## src/rtl/hes_stream_decipher_pkg.sv

```systemverilog
`default_nettype none
// ============================================================================
// Module   : hes_pkg
// Brief    : Shared definitions for the HES stream cipher pair: byte width,
//            decipher FSM state type and the AES S-box keystream table.
// Revision : 1.0 - initial release
// ============================================================================
package hes_pkg;

   localparam int BYTE_W = 8;

   // Message-tracking state of the receive side
   typedef enum logic [1:0] {
      IDLE   = 2'd0,
      RUN    = 2'd1,
      RESYNC = 2'd2
   } state_t;

   // AES forward S-box; the transmitter derives its keystream from the same table
   localparam logic [BYTE_W-1:0] SBOX [256] = '{
      8'h63, 8'h7c, 8'h77, 8'h7b, 8'hf2, 8'h6b, 8'h6f, 8'hc5, 8'h30, 8'h01, 8'h67, 8'h2b, 8'hfe, 8'hd7, 8'hab, 8'h76,
      8'hca, 8'h82, 8'hc9, 8'h7d, 8'hfa, 8'h59, 8'h47, 8'hf0, 8'had, 8'hd4, 8'ha2, 8'haf, 8'h9c, 8'ha4, 8'h72, 8'hc0,
      8'hb7, 8'hfd, 8'h93, 8'h26, 8'h36, 8'h3f, 8'hf7, 8'hcc, 8'h34, 8'ha5, 8'he5, 8'hf1, 8'h71, 8'hd8, 8'h31, 8'h15,
      8'h04, 8'hc7, 8'h23, 8'hc3, 8'h18, 8'h96, 8'h05, 8'h9a, 8'h07, 8'h12, 8'h80, 8'he2, 8'heb, 8'h27, 8'hb2, 8'h75,
      8'h09, 8'h83, 8'h2c, 8'h1a, 8'h1b, 8'h6e, 8'h5a, 8'ha0, 8'h52, 8'h3b, 8'hd6, 8'hb3, 8'h29, 8'he3, 8'h2f, 8'h84,
      8'h53, 8'hd1, 8'h00, 8'hed, 8'h20, 8'hfc, 8'hb1, 8'h5b, 8'h6a, 8'hcb, 8'hbe, 8'h39, 8'h4a, 8'h4c, 8'h58, 8'hcf,
      8'hd0, 8'hef, 8'haa, 8'hfb, 8'h43, 8'h4d, 8'h33, 8'h85, 8'h45, 8'hf9, 8'h02, 8'h7f, 8'h50, 8'h3c, 8'h9f, 8'ha8,
      8'h51, 8'ha3, 8'h40, 8'h8f, 8'h92, 8'h9d, 8'h38, 8'hf5, 8'hbc, 8'hb6, 8'hda, 8'h21, 8'h10, 8'hff, 8'hf3, 8'hd2,
      8'hcd, 8'h0c, 8'h13, 8'hec, 8'h5f, 8'h97, 8'h44, 8'h17, 8'hc4, 8'ha7, 8'h7e, 8'h3d, 8'h64, 8'h5d, 8'h19, 8'h73,
      8'h60, 8'h81, 8'h4f, 8'hdc, 8'h22, 8'h2a, 8'h90, 8'h88, 8'h46, 8'hee, 8'hb8, 8'h14, 8'hde, 8'h5e, 8'h0b, 8'hdb,
      8'he0, 8'h32, 8'h3a, 8'h0a, 8'h49, 8'h06, 8'h24, 8'h5c, 8'hc2, 8'hd3, 8'hac, 8'h62, 8'h91, 8'h95, 8'he4, 8'h79,
      8'he7, 8'hc8, 8'h37, 8'h6d, 8'h8d, 8'hd5, 8'h4e, 8'ha9, 8'h6c, 8'h56, 8'hf4, 8'hea, 8'h65, 8'h7a, 8'hae, 8'h08,
      8'hba, 8'h78, 8'h25, 8'h2e, 8'h1c, 8'ha6, 8'hb4, 8'hc6, 8'he8, 8'hdd, 8'h74, 8'h1f, 8'h4b, 8'hbd, 8'h8b, 8'h8a,
      8'h70, 8'h3e, 8'hb5, 8'h66, 8'h48, 8'h03, 8'hf6, 8'h0e, 8'h61, 8'h35, 8'h57, 8'hb9, 8'h86, 8'hc1, 8'h1d, 8'h9e,
      8'he1, 8'hf8, 8'h98, 8'h11, 8'h69, 8'hd9, 8'h8e, 8'h94, 8'h9b, 8'h1e, 8'h87, 8'he9, 8'hce, 8'h55, 8'h28, 8'hdf,
      8'h8c, 8'ha1, 8'h89, 8'h0d, 8'hbf, 8'he6, 8'h42, 8'h68, 8'h41, 8'h99, 8'h2d, 8'h0f, 8'hb0, 8'h54, 8'hbb, 8'h16
   };

endpackage
`default_nettype wire

```

## src/rtl/hes_ks_sbox.sv

```systemverilog
`default_nettype none
// ============================================================================
// Module   : hes_ks_sbox
// Brief    : Combinational 8-bit AES S-box lookup producing one keystream byte.
// Revision : 1.0 - initial release
// ============================================================================
module hes_ks_sbox
   import hes_pkg::*;
(
   input  logic [BYTE_W-1:0] idx,
   output logic [BYTE_W-1:0] sub
);

   // Pure table lookup, no state
   always_comb begin
      sub = SBOX[idx];
   end

endmodule
`default_nettype wire

```

## src/rtl/hes_stream_decipher.sv

```systemverilog
`default_nettype none
// ============================================================================
// Module   : hes_stream_decipher
// Brief    : Receive-side counter-mode decipher. Checks per-message counter
//            continuity, regenerates the keystream and emits plaintext through
//            a two-stage valid/ready pipeline.
// Revision : 1.0 - initial release
// ============================================================================
module hes_stream_decipher
   import hes_pkg::*;
#(
   parameter int OUT_CNT_EN = 1
)
(
   input  logic              clk,
   input  logic              rst_n,          // asynchronous, asserted high
   input  logic [BYTE_W-1:0] key,
   input  logic              in_valid,
   output logic              in_ready,
   input  logic              new_message,
   input  logic [BYTE_W-1:0] cipher_byte,
   input  logic [BYTE_W-1:0] counter_block,
   output logic              out_valid,
   input  logic              out_ready,
   output logic [BYTE_W-1:0] plain_byte,
   output logic [BYTE_W-1:0] out_counter,
   output logic              sync_err,
   output logic [BYTE_W-1:0] err_count
);

   state_t            state;
   state_t            state_nxt;
   logic [BYTE_W-1:0] key_l;
   logic [BYTE_W-1:0] exp_ctr;
   logic [BYTE_W-1:0] exp_ctr_nxt;

   logic              accept;
   logic              take;          // accepted byte enters the pipeline
   logic              mismatch;      // accepted byte breaks counter continuity
   logic              load_key;      // accepted byte opens a new message
   logic [BYTE_W-1:0] kx_in;

   logic              s1_valid;
   logic [BYTE_W-1:0] s1_cipher;
   logic [BYTE_W-1:0] s1_kx;
   logic [BYTE_W-1:0] s1_ctr;

   logic              s2_valid;
   logic              s2_ready;
   logic [BYTE_W-1:0] s2_plain;
   logic [BYTE_W-1:0] s2_ctr;
   logic [BYTE_W-1:0] ks;

   // Pipeline handshake: a stage may load when the stage after it is empty or draining
   always_comb begin
      s2_ready = !s2_valid || out_ready;
      in_ready = !s1_valid || s2_ready;
      accept   = in_valid && in_ready;
   end

   // Next-state logic and per-byte accept/discard decision
   always_comb begin
      state_nxt   = state;
      exp_ctr_nxt = exp_ctr;
      take        = 1'b0;
      mismatch    = 1'b0;
      load_key    = 1'b0;
      if (accept) begin
         case (state)
            IDLE, RESYNC: begin
               if (new_message) begin
                  take        = 1'b1;
                  load_key    = 1'b1;
                  exp_ctr_nxt = counter_block + 8'd1;
                  state_nxt   = RUN;
               end
            end
            RUN: begin
               if (new_message) begin
                  take        = 1'b1;
                  load_key    = 1'b1;
                  exp_ctr_nxt = counter_block + 8'd1;
               end else if (counter_block == exp_ctr) begin
                  take        = 1'b1;
                  exp_ctr_nxt = exp_ctr + 8'd1;
               end else begin
                  mismatch    = 1'b1;
                  state_nxt   = RESYNC;
               end
            end
            default: begin
               state_nxt = IDLE;
            end
         endcase
      end
      // The first byte of a message is keyed with the live key being latched
      kx_in = (load_key ? key : key_l) ^ counter_block;
   end

   // FSM, latched key, expected counter and error reporting update at acceptance
   always_ff @(posedge clk or posedge rst_n) begin
      if (rst_n) begin
         state     <= IDLE;
         key_l     <= '0;
         exp_ctr   <= '0;
         sync_err  <= 1'b0;
         err_count <= '0;
      end else begin
         state    <= state_nxt;
         exp_ctr  <= exp_ctr_nxt;
         sync_err <= mismatch;
         if (load_key) begin
            key_l <= key;
         end
         if (mismatch && (err_count != 8'hFF)) begin
            err_count <= err_count + 8'd1;
         end
      end
   end

   // Stage 1: capture ciphertext, S-box index and counter of each kept byte
   always_ff @(posedge clk or posedge rst_n) begin
      if (rst_n) begin
         s1_valid  <= 1'b0;
         s1_cipher <= '0;
         s1_kx     <= '0;
         s1_ctr    <= '0;
      end else if (take) begin
         s1_valid  <= 1'b1;
         s1_cipher <= cipher_byte;
         s1_kx     <= kx_in;
         s1_ctr    <= counter_block;
      end else if (s2_ready) begin
         s1_valid  <= 1'b0;
      end
   end

   hes_ks_sbox u_ks_sbox (
      .idx (s1_kx),
      .sub (ks)
   );

   // Stage 2: keystream XOR result, held while the consumer stalls
   always_ff @(posedge clk or posedge rst_n) begin
      if (rst_n) begin
         s2_valid <= 1'b0;
         s2_plain <= '0;
         s2_ctr   <= '0;
      end else if (s2_ready) begin
         s2_valid <= s1_valid;
         if (s1_valid) begin
            s2_plain <= s1_cipher ^ ks;
            s2_ctr   <= s1_ctr;
         end
      end
   end

   assign out_valid  = s2_valid;
   assign plain_byte = s2_plain;

   generate
      if (OUT_CNT_EN != 0) begin : g_out_cnt_on
         assign out_counter = s2_ctr;
      end else begin : g_out_cnt_off
         assign out_counter = '0;
      end
   endgenerate

endmodule
`default_nettype wire

```

## config.mk

```make
export PLATFORM = sky130hd
export DESIGN_NAME = hes_stream_decipher
export DESIGN_NICKNAME = d
export VERILOG_FILES = /design/src/rtl/hes_stream_decipher_pkg.sv /design/src/rtl/hes_ks_sbox.sv /design/src/rtl/hes_stream_decipher.sv
export SDC_FILE = /design/constraint.sdc
export NUM_CORES = 1
export LEC_CHECK = 0
export CORE_MARGIN = 2
export CORE_UTILIZATION = 35
export CTS_CLUSTER_SIZE = 40
export DETAILED_ROUTE_END_ITERATION = 6
export GPL_TIMING_DRIVEN = 0
export PLACE_DENSITY_LB_ADDON = 0.3
export SETUP_SLACK_MARGIN = 0.4
export SYNTH_ARGS = -nofsm -noshare
export SYNTH_HDL_FRONTEND = slang
export SYNTH_SLANG_ARGS = --single-unit
```

## constraint.sdc

```tcl
create_clock -name clk -period 2.9 [get_ports clk]
set_input_delay 0.87 -clock clk [delete_from_list [all_inputs] [get_ports clk]]
set_output_delay 0.87 -clock clk [all_outputs]
set_load 0.02 [all_outputs]
```

# Word-level counts from Yosys, hierarchy flattened
# Memories as Yosys holds them, arrays and structs flattened.
# Index checks and enable logic that the tools add are counted.
[word_totals]
word_cells = 66
mem_bits_ro = 2048
n_memories = 1
register_bits = 69
input_bits = 29
[classes]
n_lt_le_gt_ge = 1
addsub = 3
n_eq_ne = 8
n_mux = 24
reduce_logical = 14
bitwise_logic = 3
[memory_table]
columns = ["name", "words", "width", "read_ports", "rd_clocked_by_memory_dff", "write_ports", "line_no", "source"]
rows = [
  ["(no name shown)", 256, 8, 1, 0, 0, "hes_ks_sbox.sv:16", "sub = SBOX[idx];"],
]
[op_table]
columns = ["op", "count"]
rows = [
  ["8-bit 2-to-1 mux", 6],
  ["8-bit by 1-bit adder with 8-bit output (second input constant)", 3],
  ["8-bit one-hot mux with 2 select lines", 1],
  ["8-bit XOR", 2],
  ["1-bit 2-to-1 mux", 12],
  ["9-bit >= comparator (second input constant)", 1],
  ["8-bit NOT with 9-bit output", 1],
  ["8-bit == test", 1],
  ["8-bit != test (second input constant)", 1],
  ["4-bit AND reduction", 2],
  ["2-bit 2-to-1 mux", 3],
  ["2-bit != test (second input constant)", 3],
  ["2-bit one-hot mux with 2 select lines", 1],
  ["2-bit nonzero test", 2],
  ["3-bit != test (second input constant)", 1],
  ["3-bit OR reduction", 1],
  ["2-bit by 1-bit == test with 1-bit output (second input constant)", 1],
  ["2-bit == test (second input constant)", 1],
  ["1-bit logical AND", 2],
  ["1-bit zero test", 2],
  ["2-bit zero test", 1],
  ["1-bit logical OR", 2],
  ["1-bit one-hot mux with 2 select lines", 1],
  ["2-bit AND reduction", 1],
  ["2-bit OR reduction", 1],
]

# Longest topological paths before layout
# Gate-level depths: netlist of run 1.
[depth]
ltp_word = 7
ltp_mapped = 13

# Cells and area by module
# From an unflattened synthesis of run 1, not the netlist that was laid out.
[unflattened]
hier_cells = 779
hier_area_um2 = 6491.2
[modules_own_cells]
columns = ["module", "area_each_um2", "cells_each", "instances", "seq_area_each_um2"]
rows = [
  ["hes_stream_decipher", 3311.9, 272, 1, 1726.7],
  ["hes_ks_sbox", 3179.3, 507, 1, 0.0],
]

# Least setup slack after synthesis of run 1
# No wires, ideal clock.
[synth_path]
kind = "register to register"
startpoint = "register s1_kx[1]"
endpoint = "register s2_plain[3], in the netlist plain_byte[3]"
arrival_ns = 2.948
synth_period_minus_slack_ns = 3.080
stages_incl_launch_ff = 14
n_path_buf = 4
path_slack_ns = -0.180
required_ns = 2.769
cell_sequence = "dfrtp_1 buf_2 buf_2 inv_1 ha_1 clkbuf_1 buf_2 o21a_1 o21ai_0 a41oi_1 a2111o_1 a222oi_1 xor2_1 o21ai_1"
[synth_via]
elab_chain_cells = 5
[synth_rtl]
columns = ["element", "line_no", "source"]
rows = [
  ["from (decl)", "hes_stream_decipher.sv:45", "logic [BYTE_W-1:0] s1_kx;"],
  ["from (signal assigned)", "hes_stream_decipher.sv:131", "s1_kx <= kx_in;"],
  ["8-bit NOT with 9-bit output (implied by the code)", "hes_ks_sbox.sv:16", ""],
  ["memory 256 x 8 bit", "-", ""],
  ["8-bit 2-to-1 mux (implied by the code) (2 in series)", "hes_ks_sbox.sv:16", ""],
  ["8-bit XOR", "hes_stream_decipher.sv:152", "s2_plain <= s1_cipher ^ ks;"],
  ["to (signal assigned)", "hes_stream_decipher.sv:152", ""],
  ["to (decl)", "hes_stream_decipher.sv:50", "logic [BYTE_W-1:0] s2_plain;"],
]
# No other way between the ends. The select of a mux whose other input is x is not followed.
# A chain may end at the register's enable or synchronous reset.

# Worst setup path in the final report of run 1
# Same ends and word-level chain as after synthesis.

==> results.cfg, run 1 <==
[critical_path]
timing.critical_path.from_type = register
crit_path_max_fo = 10
timing.critical_path.buf_inv = 5
cp.arrival_ns = 3.47
critical_path.most_common_cell = sky130_fd_sc_hd__buf_6
required_ns = 3.17
worstSetupPathType = reg2reg
critical-path-max-stage-delay_ns = 0.42
worst_path_max_delay_cell = sky130_fd_sc_hd__dfrtp_2
crit_family = compound AO/OA/AOI/OAI gates
worstSetupEndpointType = register
critical_path.cell_chain = buf_6, buf_12, clkinvlp_4, buf_6, ha_2, clkbuf_8, nor2b_1, o21ai_0, a21boi_0, a2111oi_1, a222oi_1, xor2_1, o21ai_1

[power_and_ir_drop]
cellPowerDensity_nw_per_um2 = 1070
ir_worst_vdd_mv = 0.384
power_leakage_nw = 3.51

[grt]
vias_in_the_first_global_route = 8054
grt_usage = 0.376
first_pass_grt_wire_length_um = 55400
grt_start_max_net_pins = 40
grt.overflow.total = 0
number_of_antenna_violations_at_the_first_check_in_global_routing = 1

[clock_network]
worst_skew_late_latency_ns = 0.35
cts_inserted_buffers = 9
cts_hold_buffers = 0
cts-root-buf = sky130_fd_sc_hd__clkbuf_16
cts_num_sinks = 69
cts_tree = built
max-clock-path-buffers = 2
path_clk_slew_ns = 0.06
cts_htree_levels = 3

[min_path]
hp-class = reg2reg

[routing]
route.detailed.drc = 0
drt_iter0_drc = 1246
viasPerCell = 6.80
route.detailed.wl_per_inst_um = 31.5
drt_wl_total_um = 39000
drt_pass1_iterations = 6
routed-via-count = 8419
antenna_violating_nets_post_route = 0

[sta]
post-route-worst-setup-slack_ns = -0.296
report.final.slew_viol_count = 0
max_slew.worst_pin.slew_ns = 0.925
clock-skew-final_ns = 0.0110
slew_headroom = 0.384
setup_repair_after_global_routing_missed_its_margin = yes
fin_crit_ns = 3.20
timing.final.crit_share = 1.10
finalHoldViolCount = 0
f_max_ghz = 0.313
setup_violations = 3

[finish]
nNetsFinal = 1015
area_overhead_of_the_layout_relative_to_synthesis_pct = 30.2
layout-drive-gt1-share = 0.247
post_route_design_area_um2 = 8920
antennaDiodeCount = 0
n_fill_cell = 1936

[logic_synthesis]
adder_cell_share_of_the_synthesized_area = 0.0329
synthXorXnorAreaFrac = 0.0345
synthArstFlopShare = 1.00
synth-compound-area-share = 0.280
postSynth.topFlopCell = sky130_fd_sc_hd__dfrtp_1
dominant_combinational_cell_family_by_area_after_synthesis = compound AO/OA/AOI/OAI gates
yosysSeqAreaShare = 0.252
synthMuxAreaShare = 0.0769
netlist_area_um2 = 6850
synth_edf_count = 0
yosys_warnings = 0
syn-num-nets = 924
synth_seq_cells = 69
syn_area_per_cell_um2 = 7.81
netlist_instances = 877
library_cells_used_by_synthesis = 80
synth_simple_gate_area_frac = 0.249

[outcome]
status = complete, but fails checks
failed_checks = negative setup slack

[place]
dpl-instance-area_um2 = 7800
port_buffers = 50
gp_congestion = 1.08
place_worst_setup_slack_ns = -1.21
dp.final_hpwl_um = 27800

[floorplan]
floorplan_die_height_um = 144
chipWidth_um = 144
design.die.area_um2 = 20700
coreArea_um2 = 19300
top_level_ports = 56
starting_density = 0.354
fp-row-count = 51

[job]
max-cap-violations = 0
==> layout by cell type (no fill, tap or decap), drive strengths merged, types with 17 or more instances in the layout <==
master and count:
nor2 71, inv 17, o21ai 46, nor2b 27
dfrtp 69, nand2b 31, nand3 30, nand2 97
o211ai 24, ha 18, a31oi 20, a21oi 49
xnor2 18, buf 81, clkbuf 47, mux2 27
clkdlybuf4s50 44
==> flip-flops by register name, summed over array words and instances, names as in the netlist <==
name / flops
err_count: 8
exp_ctr: 8
key_l: 8
out_counter: 8
out_valid: 1
plain_byte: 8
s1_cipher: 8
s1_ctr: 8
s1_kx: 8
s1_valid: 1
state: 2
sync_err: 1
==> cell families after synthesis <==
logic type	Yosys count
AND/OR/NAND/NOR	341
buffers and inverters	107
AO/OA/AOI/OAI	272
multiplexers	43
adder cells (fa/ha/maj)	18
XOR/XNOR	27
flip-flops	69
==> power breakdown <==
group	leakage, nW	switching (mW)	internal [mW]
logic	2.55	4.45	2.52
registers	0.821	0.236	1.25
clock network	0.138	0.469	0.590
==> worst paths after layout <==
| kind | cells after the start | slack, ns | start | to |
|---|---|---|---|---|
| max in group asynchronous | 3 | 1.29 | rst_n | plain_byte[2] |
| min in group asynchronous | 2 | 0.97 | rst_n | key_l[2] |
| worst min-delay path | 2 | 0.47 | out_counter[5] | out_counter[5] |
| worst max-delay path | 13 | -0.30 | s1_kx[1] | plain_byte[3] |
| worst min register to register | 2 | 0.47 | out_counter[5] | out_counter[5] |
| worst max register to register | 13 | -0.30 | s1_kx[1] | plain_byte[3] |
==> metrics by stage <==
| step | total power [mW] | hold WS [ns] | std cells | utilization | setup TNS [ns] |
|---|---|---|---|---|---|
| finish | 9.52 | 0.472 | 1238 | 0.461 | -0.612 |
| global route | 9.73 | 0.501 | 1238 | 0.461 | -1.04 |
| CTS | 8.75 | 0.478 | 1233 | 0.444 | -1.13 |
| detailed placement | 7.12 | 0.460 | 1193 | 0.404 | -20.09 |
| global placement | 7.29 | 0.450 | 1192 | 0.403 | -20.08 |
| floorplan | 4.88 | 0.435 | 877 | - | 0 |
==> cell type report <==
class / instances / area [um^2] / share of cell area
sequential: 69 / 1730 / 0.194
multi-input combinational: 701 / 5080 / 0.570
timing repair buffer: 80 / 778 / 0.0872
buffer: 87 / 631 / 0.0707
clock inverter: 7 / 58.8 / 0.00659
tap: 265 / 332 / 0.0372
inverter: 20 / 82.6 / 0.00926
clock buffer: 9 / 225 / 0.0252
==> worst reg2reg max path: stages, from the launching register on <==
cell and delay [ns]:
sky130_fd_sc_hd__dfrtp_2 0.42, sky130_fd_sc_hd__buf_6 0.13, sky130_fd_sc_hd__buf_12 0.11, sky130_fd_sc_hd__clkinvlp_4 0.08, sky130_fd_sc_hd__buf_6 0.13, sky130_fd_sc_hd__ha_2 0.30, sky130_fd_sc_hd__clkbuf_8 0.23, sky130_fd_sc_hd__nor2b_1 0.07
sky130_fd_sc_hd__o21ai_0 0.41, sky130_fd_sc_hd__a21boi_0 0.18, sky130_fd_sc_hd__a2111oi_1 0.42, sky130_fd_sc_hd__a222oi_1 0.27, sky130_fd_sc_hd__xor2_1 0.22, sky130_fd_sc_hd__o21ai_1 0.14
==> timing repair <==
item	4_1_cts	5_1_grt
setup buffers	24	5
setup endpoints to repair	57	36
pin swaps	19	30
gates resized for setup	101	85
==> per-layer routing <==
layer,up-vias,share of wire,GRT usage
li1,3434,-,-
met1,4021,0.37,0.467
met2,731,0.42,0.552
met3,233,0.13,0.131
met4,0,0.082,0.244
met5,-,0,0
==> synthesized netlist by cell type (11+ instances only) <==
cell                       number  area (um^2)
sky130_fd_sc_hd__nor2b_1       27          169
sky130_fd_sc_hd__o21ai_0       43          215
sky130_fd_sc_hd__ha_1          18          225
sky130_fd_sc_hd__nand2_1       96          360
sky130_fd_sc_hd__o211ai_1      24          180
sky130_fd_sc_hd__buf_2         37          185
sky130_fd_sc_hd__nand2b_1      30          188
sky130_fd_sc_hd__nand4_1       11         68.8
sky130_fd_sc_hd__inv_1         16         60.1
sky130_fd_sc_hd__nand3_1       30          150
sky130_fd_sc_hd__clkbuf_1      33          124
sky130_fd_sc_hd__mux2_2        27          304
sky130_fd_sc_hd__dfrtp_1       69         1730
sky130_fd_sc_hd__nor2_1        70          263
sky130_fd_sc_hd__a21oi_1       49          245
sky130_fd_sc_hd__nor3_1        15         75.1
sky130_fd_sc_hd__a31oi_1       20          125
sky130_fd_sc_hd__nand3b_1      12         90.1
sky130_fd_sc_hd__mux2i_1       11          110
sky130_fd_sc_hd__xnor2_1       18          158
sky130_fd_sc_hd__a211oi_1      12         90.1
No activity file was read; power rests on OpenSTA's default activity.
==> inputs of run 2 (changes only) <==
--- a/config.mk
+++ b/config.mk
@@ -5,6 +5,7 @@
 export SDC_FILE = /design/constraint.sdc
 export NUM_CORES = 1
 export LEC_CHECK = 0
+export CORE_ASPECT_RATIO = 0.5
 export CORE_MARGIN = 2
 export CORE_UTILIZATION = 35
 export CTS_CLUSTER_SIZE = 40
@@ -14,4 +15,5 @@
 export SETUP_SLACK_MARGIN = 0.4
 export SYNTH_ARGS = -nofsm -noshare
 export SYNTH_HDL_FRONTEND = slang
+export SYNTH_HIERARCHICAL = 1
 export SYNTH_SLANG_ARGS = --single-unit
==> constraint.sdc (replaced) <==
create_clock -name clk -period 3 [get_ports clk]
set_input_delay 0.9 -clock clk [delete_from_list [all_inputs] [get_ports clk]]
set_output_delay 0.9 -clock clk [all_outputs]
set_load 0.02 [all_outputs]
==> results.cfg, run 2 <==
[logic_synthesis]
netlist_instances = 779
synth_commonest_cells = sky130_fd_sc_hd__dfrtp_1 (69), sky130_fd_sc_hd__nand2_1 (58), sky130_fd_sc_hd__a21oi_1 (56)
synth_top_area_share = 0.266
yosysMostFrequentCell = sky130_fd_sc_hd__dfrtp_1
synth_edf_count = 0
synth_top_area_cell = sky130_fd_sc_hd__dfrtp_1
synthArstFlopShare = 1.00
library_cells_used_by_synthesis = 87
syn-num-nets = 826
yosys_warnings = 6
yosysSeqAreaShare = 0.266
yosys-top-cells-area = sky130_fd_sc_hd__dfrtp_1 (27%), sky130_fd_sc_hd__mux2_2 (5.6%), sky130_fd_sc_hd__a21oi_1 (4.3%), sky130_fd_sc_hd__o21ai_0 (3.6%), sky130_fd_sc_hd__ha_1 (3.5%)
netlist_area_um2 = 6490
syn_area_per_cell_um2 = 8.33
synth_seq_cells = 69
postSynth.topFlopCell = sky130_fd_sc_hd__dfrtp_1

[sta]
totalNegativeSetupSlack_ns = 0
hold-worst-slack_ns = 0.498
slew_headroom = 0.454
clock-skew-final_ns = 0.00996
f_max_ghz = 0.353
max_slew.worst_pin.slew_ns = 0.819
fin_crit_ns = 2.83
report.final.slew_viol_count = 0
finalHoldViolCount = 0
setup_violations = 0
timing.final.crit_share = 0.945
setup_repair_after_global_routing_missed_its_margin = yes

[finish]
nNetsFinal = 936
antennaDiodeCount = 0
mostFrequentLayoutCells = sky130_fd_sc_hd__dfrtp_1 (64), sky130_fd_sc_hd__buf_4 (53), sky130_fd_sc_hd__nand2_1 (51), sky130_fd_sc_hd__a21oi_1 (49), sky130_fd_sc_hd__clkdlybuf4s50_1 (45)
layout.cells.most_common = sky130_fd_sc_hd__dfrtp_1
area_overhead_of_the_layout_relative_to_synthesis_pct = 35.9
layout-drive-gt1-share = 0.322

[clock_network]
path_clk_slew_ns = 0.06
cts-root-buf = sky130_fd_sc_hd__clkbuf_16
cts_hold_buffers = 0
cts_tree = built
max-clock-path-buffers = 2
cts_inserted_buffers = 9
cts_num_sinks = 69
worst_skew_late_latency_ns = 0.33
cts_htree_levels = 3

[critical_path]
r2r_setup_slack_ns = 0.17
crit_family = compound AO/OA/AOI/OAI gates
crit_path_max_fo = 6
worstSetupPathType = reg2reg
worst_path_max_delay_cell = sky130_fd_sc_hd__mux4_2
cp.arrival_ns = 3.03
timing.critical_path.buf_inv = 4
timing.critical_path.from_type = register
critical-path-max-stage-delay_ns = 0.53
required_ns = 3.20
critical_path.cell_chain = buf_8, buf_12, inv_12, ha_4, nor2b_4, buf_6, mux4_2, o22a_1, o211ai_1, o21ai_2, xnor2_1, o21ai_1
worstSetupEndpointType = register

[routing]
route.detailed.wl_per_inst_um = 30.9
viasPerCell = 6.75
route.detailed.drc = 0
drt_wl_total_um = 35100
routed-via-count = 7654
drt_pass1_iterations = 6
drt_iter0_drc = 1209
antenna_violating_nets_post_route = 0

[place]
gp_congestion = 1.09
port_buffers = 52
dp.final_hpwl_um = 24500

[grt]
grt.overflow.total = 0
first_pass_grt_wire_length_um = 50900
vias_in_the_first_global_route = 7425
grt_start_max_net_pins = 37
number_of_antenna_violations_at_the_first_check_in_global_routing = 0
grt_usage = 0.356

[min_path]
hp-class = reg2reg

[floorplan]
fp-row-count = 35
floorplan_die_height_um = 100
design.die.area_um2 = 19700
starting_density = 0.355
top_level_ports = 56
chipWidth_um = 197
coreArea_um2 = 18300

[job]
max-cap-violations = 0

[outcome]
status = completed
## run 2: final timing paths
| kind | from | cells after the start | to |
|---|---|---|---|
| setup / recovery | s1_kx[0] | 12 | plain_byte[5] |
| hold / removal | plain_byte[3] | 2 | plain_byte[3] |
| setup reg to reg | s1_kx[0] | 12 | plain_byte[5] |
| hold reg to reg | plain_byte[3] | 2 | plain_byte[3] |
| max in group asynchronous | rst_n | 3 | s1_kx[5] |
| min in group asynchronous | rst_n | 2 | key_l[2] |
## run 2: per-stage QoR
stage | utilization | worst slack (ns) | cells | area, um^2
2_1_floorplan | - | 0.400 | 779 | 6520
3_5_place_dp | 0.402 | -0.933 | 1072 | 7360
6_report | 0.482 | 0.166 | 1134 | 8820
3_3_place_gp | 0.401 | -1.05 | 1071 | 7340
5_1_grt | 0.482 | 0.109 | 1134 | 8820
4_1_cts | 0.459 | 0.188 | 1116 | 8410
## run 2: logic make-up after synthesis
kind of cell	after synthesis	share of synthesized area
flops	69	0.266
buf+inv	89	0.0736
compound gates	268	0.276
simple gates	248	0.203
mux	52	0.0989
xor+xnor	35	0.0472
fa+ha+maj	18	0.0347
## run 2: repair_timing
action,4_1_cts,5_1_grt
setup buffers,28,18
pin swaps,15,39
gates resized for setup,134,76
endpoints found under the setup margin,43,19
gates cloned,0,0
## run 2: cell type report
class                           instances  area [um^2]
Buffer                                 75          582
Clock buffer                           10          239
Timing Repair Buffer                   99          945
Fill cell                            1766         9480
Clock inverter                          6         62.6
Tap cell                              240          300
Sequential cell                        69         1730
Multi-Input combinational cell        621         4880
Inverter                               14         81.3
## run 2: tightest hold or removal path: cells and delay by family, from the launching register on
family	cells	cell delay [ns]
AOI/OAI and AO/OA	1	0.06
and+or+nand+nor	1	0.05
DFF	1	0.35
## run 2: layer usage
layer	track usage	vias up	wire (um)
li1	-	3162	-
met1	0.471	3717	14400
met2	0.504	620	13900
met3	0.135	155	4730
met4	0.187	0	2000
met5	0	-	0
Power of run 2 is left out: the tool's default activity adds up to more than one toggle a clock period on the data nets, which glitch-free logic cannot reach.
==> inputs of run 3 (changes only) <==
--- a/config.mk
+++ b/config.mk
@@ -7,12 +7,13 @@
 export LEC_CHECK = 0
 export CORE_ASPECT_RATIO = 0.5
 export CORE_MARGIN = 2
-export CORE_UTILIZATION = 35
+export CORE_UTILIZATION = 26
 export CTS_CLUSTER_SIZE = 40
 export DETAILED_ROUTE_END_ITERATION = 6
 export GPL_TIMING_DRIVEN = 0
 export PLACE_DENSITY_LB_ADDON = 0.3
 export SETUP_SLACK_MARGIN = 0.4
+export SKIP_CTS_REPAIR_TIMING = 1
 export SYNTH_ARGS = -nofsm -noshare
 export SYNTH_HDL_FRONTEND = slang
 export SYNTH_HIERARCHICAL = 1
==> results.cfg, run 3 (synthesis results as in run 2) <==
[min_path]
hold_path_depth = 2
hp-class = reg2reg
min_from = plain_byte[4]
min_delay_worst_endpoint = plain_byte[4]

[critical_path]
r2r_setup_slack_ns = 0.08
reg2regPathDepth = 10
required_ns = 3.19
timing.critical_path.from = s1_kx[3]
worst_r2r_startpoint = s1_kx[3]
worstSetupPathType = reg2reg
timing.critical_path.from_type = register
cp.arrival_ns = 3.11
worstSetupEndpointType = register
reg2reg_capture_point = plain_byte[0]
crit_path_max_fo = 10

[clock_network]
cts_num_sinks = 69
path_clk_slew_ns = 0.06
cts_htree_levels = 3
cts_inserted_buffers = 9
max-clock-path-buffers = 2
cts-root-buf = sky130_fd_sc_hd__clkbuf_16
cts_tree = built
worst_skew_late_latency_ns = 0.33

[grt]
number_of_antenna_violations_at_the_first_check_in_global_routing = 1
grt.overflow.total = 0
vias_in_the_first_global_route = 7183
grt_start_max_net_pins = 38
grt_usage = 0.282
first_pass_grt_wire_length_um = 52500

[sta]
post-route-worst-setup-slack_ns = 0.0786
hold-worst-slack_ns = 0.486
finalHoldViolCount = 0
f_max_ghz = 0.342
timing.final.crit_share = 0.974
fin_crit_ns = 2.92
setup_repair_after_global_routing_missed_its_margin = yes
setup_violations = 0
max_slew.worst_pin.slew_ns = 0.996
clock-skew-final_ns = 0.00551
slew_headroom = 0.336
report.final.slew_viol_count = 0
totalNegativeSetupSlack_ns = 0

[place]
port_buffers = 52
dpl-instance-area_um2 = 7480
place_worst_setup_slack_ns = -0.827
dp.final_hpwl_um = 26400
gp_congestion = 1.02

[job]
max-cap-violations = 0

[routing]
route.detailed.wl_per_inst_um = 30.2
viasPerCell = 6.15
routed-via-count = 7525
drt_wl_total_um = 36900
drt_iter0_drc = 965
drt_pass1_iterations = 5
route.detailed.drc = 0
antenna_violating_nets_post_route = 0

[finish]
layout.cells.most_common = sky130_fd_sc_hd__dfrtp_1
layout-drive-gt1-share = 0.293
post_route_design_area_um2 = 8730
nNetsFinal = 929
area_overhead_of_the_layout_relative_to_synthesis_pct = 34.4
mostFrequentLayoutCells = sky130_fd_sc_hd__dfrtp_1 (65), sky130_fd_sc_hd__nand2_1 (54), sky130_fd_sc_hd__a21oi_1 (50), sky130_fd_sc_hd__buf_4 (45), sky130_fd_sc_hd__clkdlybuf4s50_1 (44)

[floorplan]
starting_density = 0.267
coreArea_um2 = 24300
fp-row-count = 40
top_level_ports = 56
design.die.area_um2 = 26300
floorplan_die_height_um = 116
chipWidth_um = 227

[outcome]
status = completed
## run 3: cell count changes in the layout (fill, tap and decap cells not counted), moves of 4 or more
cell                             delta
sky130_fd_sc_hd__a311oi_1           +4
sky130_fd_sc_hd__buf_6              -6
sky130_fd_sc_hd__dlymetal6s2s_1     +5
sky130_fd_sc_hd__dlygate4sd2_1      -4
sky130_fd_sc_hd__buf_4              -8
## run 3: worst max-delay path by stage
stage / slack [ns] / cells after the start / endpoint
after floorplan: 0.40 / 13 / plain_byte[3]
after global placement: -0.96 / 13 / plain_byte[6]
after detailed placement: -0.83 / 13 / plain_byte[6]
after CTS: -0.84 / 13 / plain_byte[6]
after global routing: 0.07 / 14 / plain_byte[5]
final: 0.08 / 10 / plain_byte[0]
## run 3: final cells by class
cell class / instances / area [um^2]
clock inverter: 6 / 93.8
antenna: 1 / 2.50
inverter: 14 / 71.3
buffer: 75 / 559
multi-input combinational: 621 / 4760
timing repair buffer: 92 / 861
tap: 336 / 420
sequential: 69 / 1730
fill: 2559 / 15500
clock buffer: 10 / 229
## run 3: critical path, stage by stage, from the launching register on
cell and delay, ns:
sky130_fd_sc_hd__dfrtp_2 0.49, sky130_fd_sc_hd__buf_4 0.19, sky130_fd_sc_hd__buf_2 0.30, sky130_fd_sc_hd__clkbuf_2 0.47, sky130_fd_sc_hd__a21oi_1 0.12, sky130_fd_sc_hd__o21ai_0 0.16, sky130_fd_sc_hd__nand4_1 0.29, sky130_fd_sc_hd__a21oi_1 0.31
sky130_fd_sc_hd__a22o_1 0.21, sky130_fd_sc_hd__xnor2_1 0.13, sky130_fd_sc_hd__o21ai_0 0.09
## run 3: metrics by stage
step           std cells   util
6_report            1224  0.359
5_1_grt             1223  0.359
4_1_cts             1184  0.321
3_5_place_dp        1168  0.308
3_3_place_gp        1167  0.307
2_1_floorplan        779      -
## run 3: routing by layer
metal	vias to the layer above	global-route usage	part of all wire
li1	3164	-	-
met1	3698	0.370	0.41
met2	529	0.416	0.41
met3	134	0.0984	0.12
met4	0	0.131	0.053
met5	-	0	0
Power of run 3 is left out for the same reason.
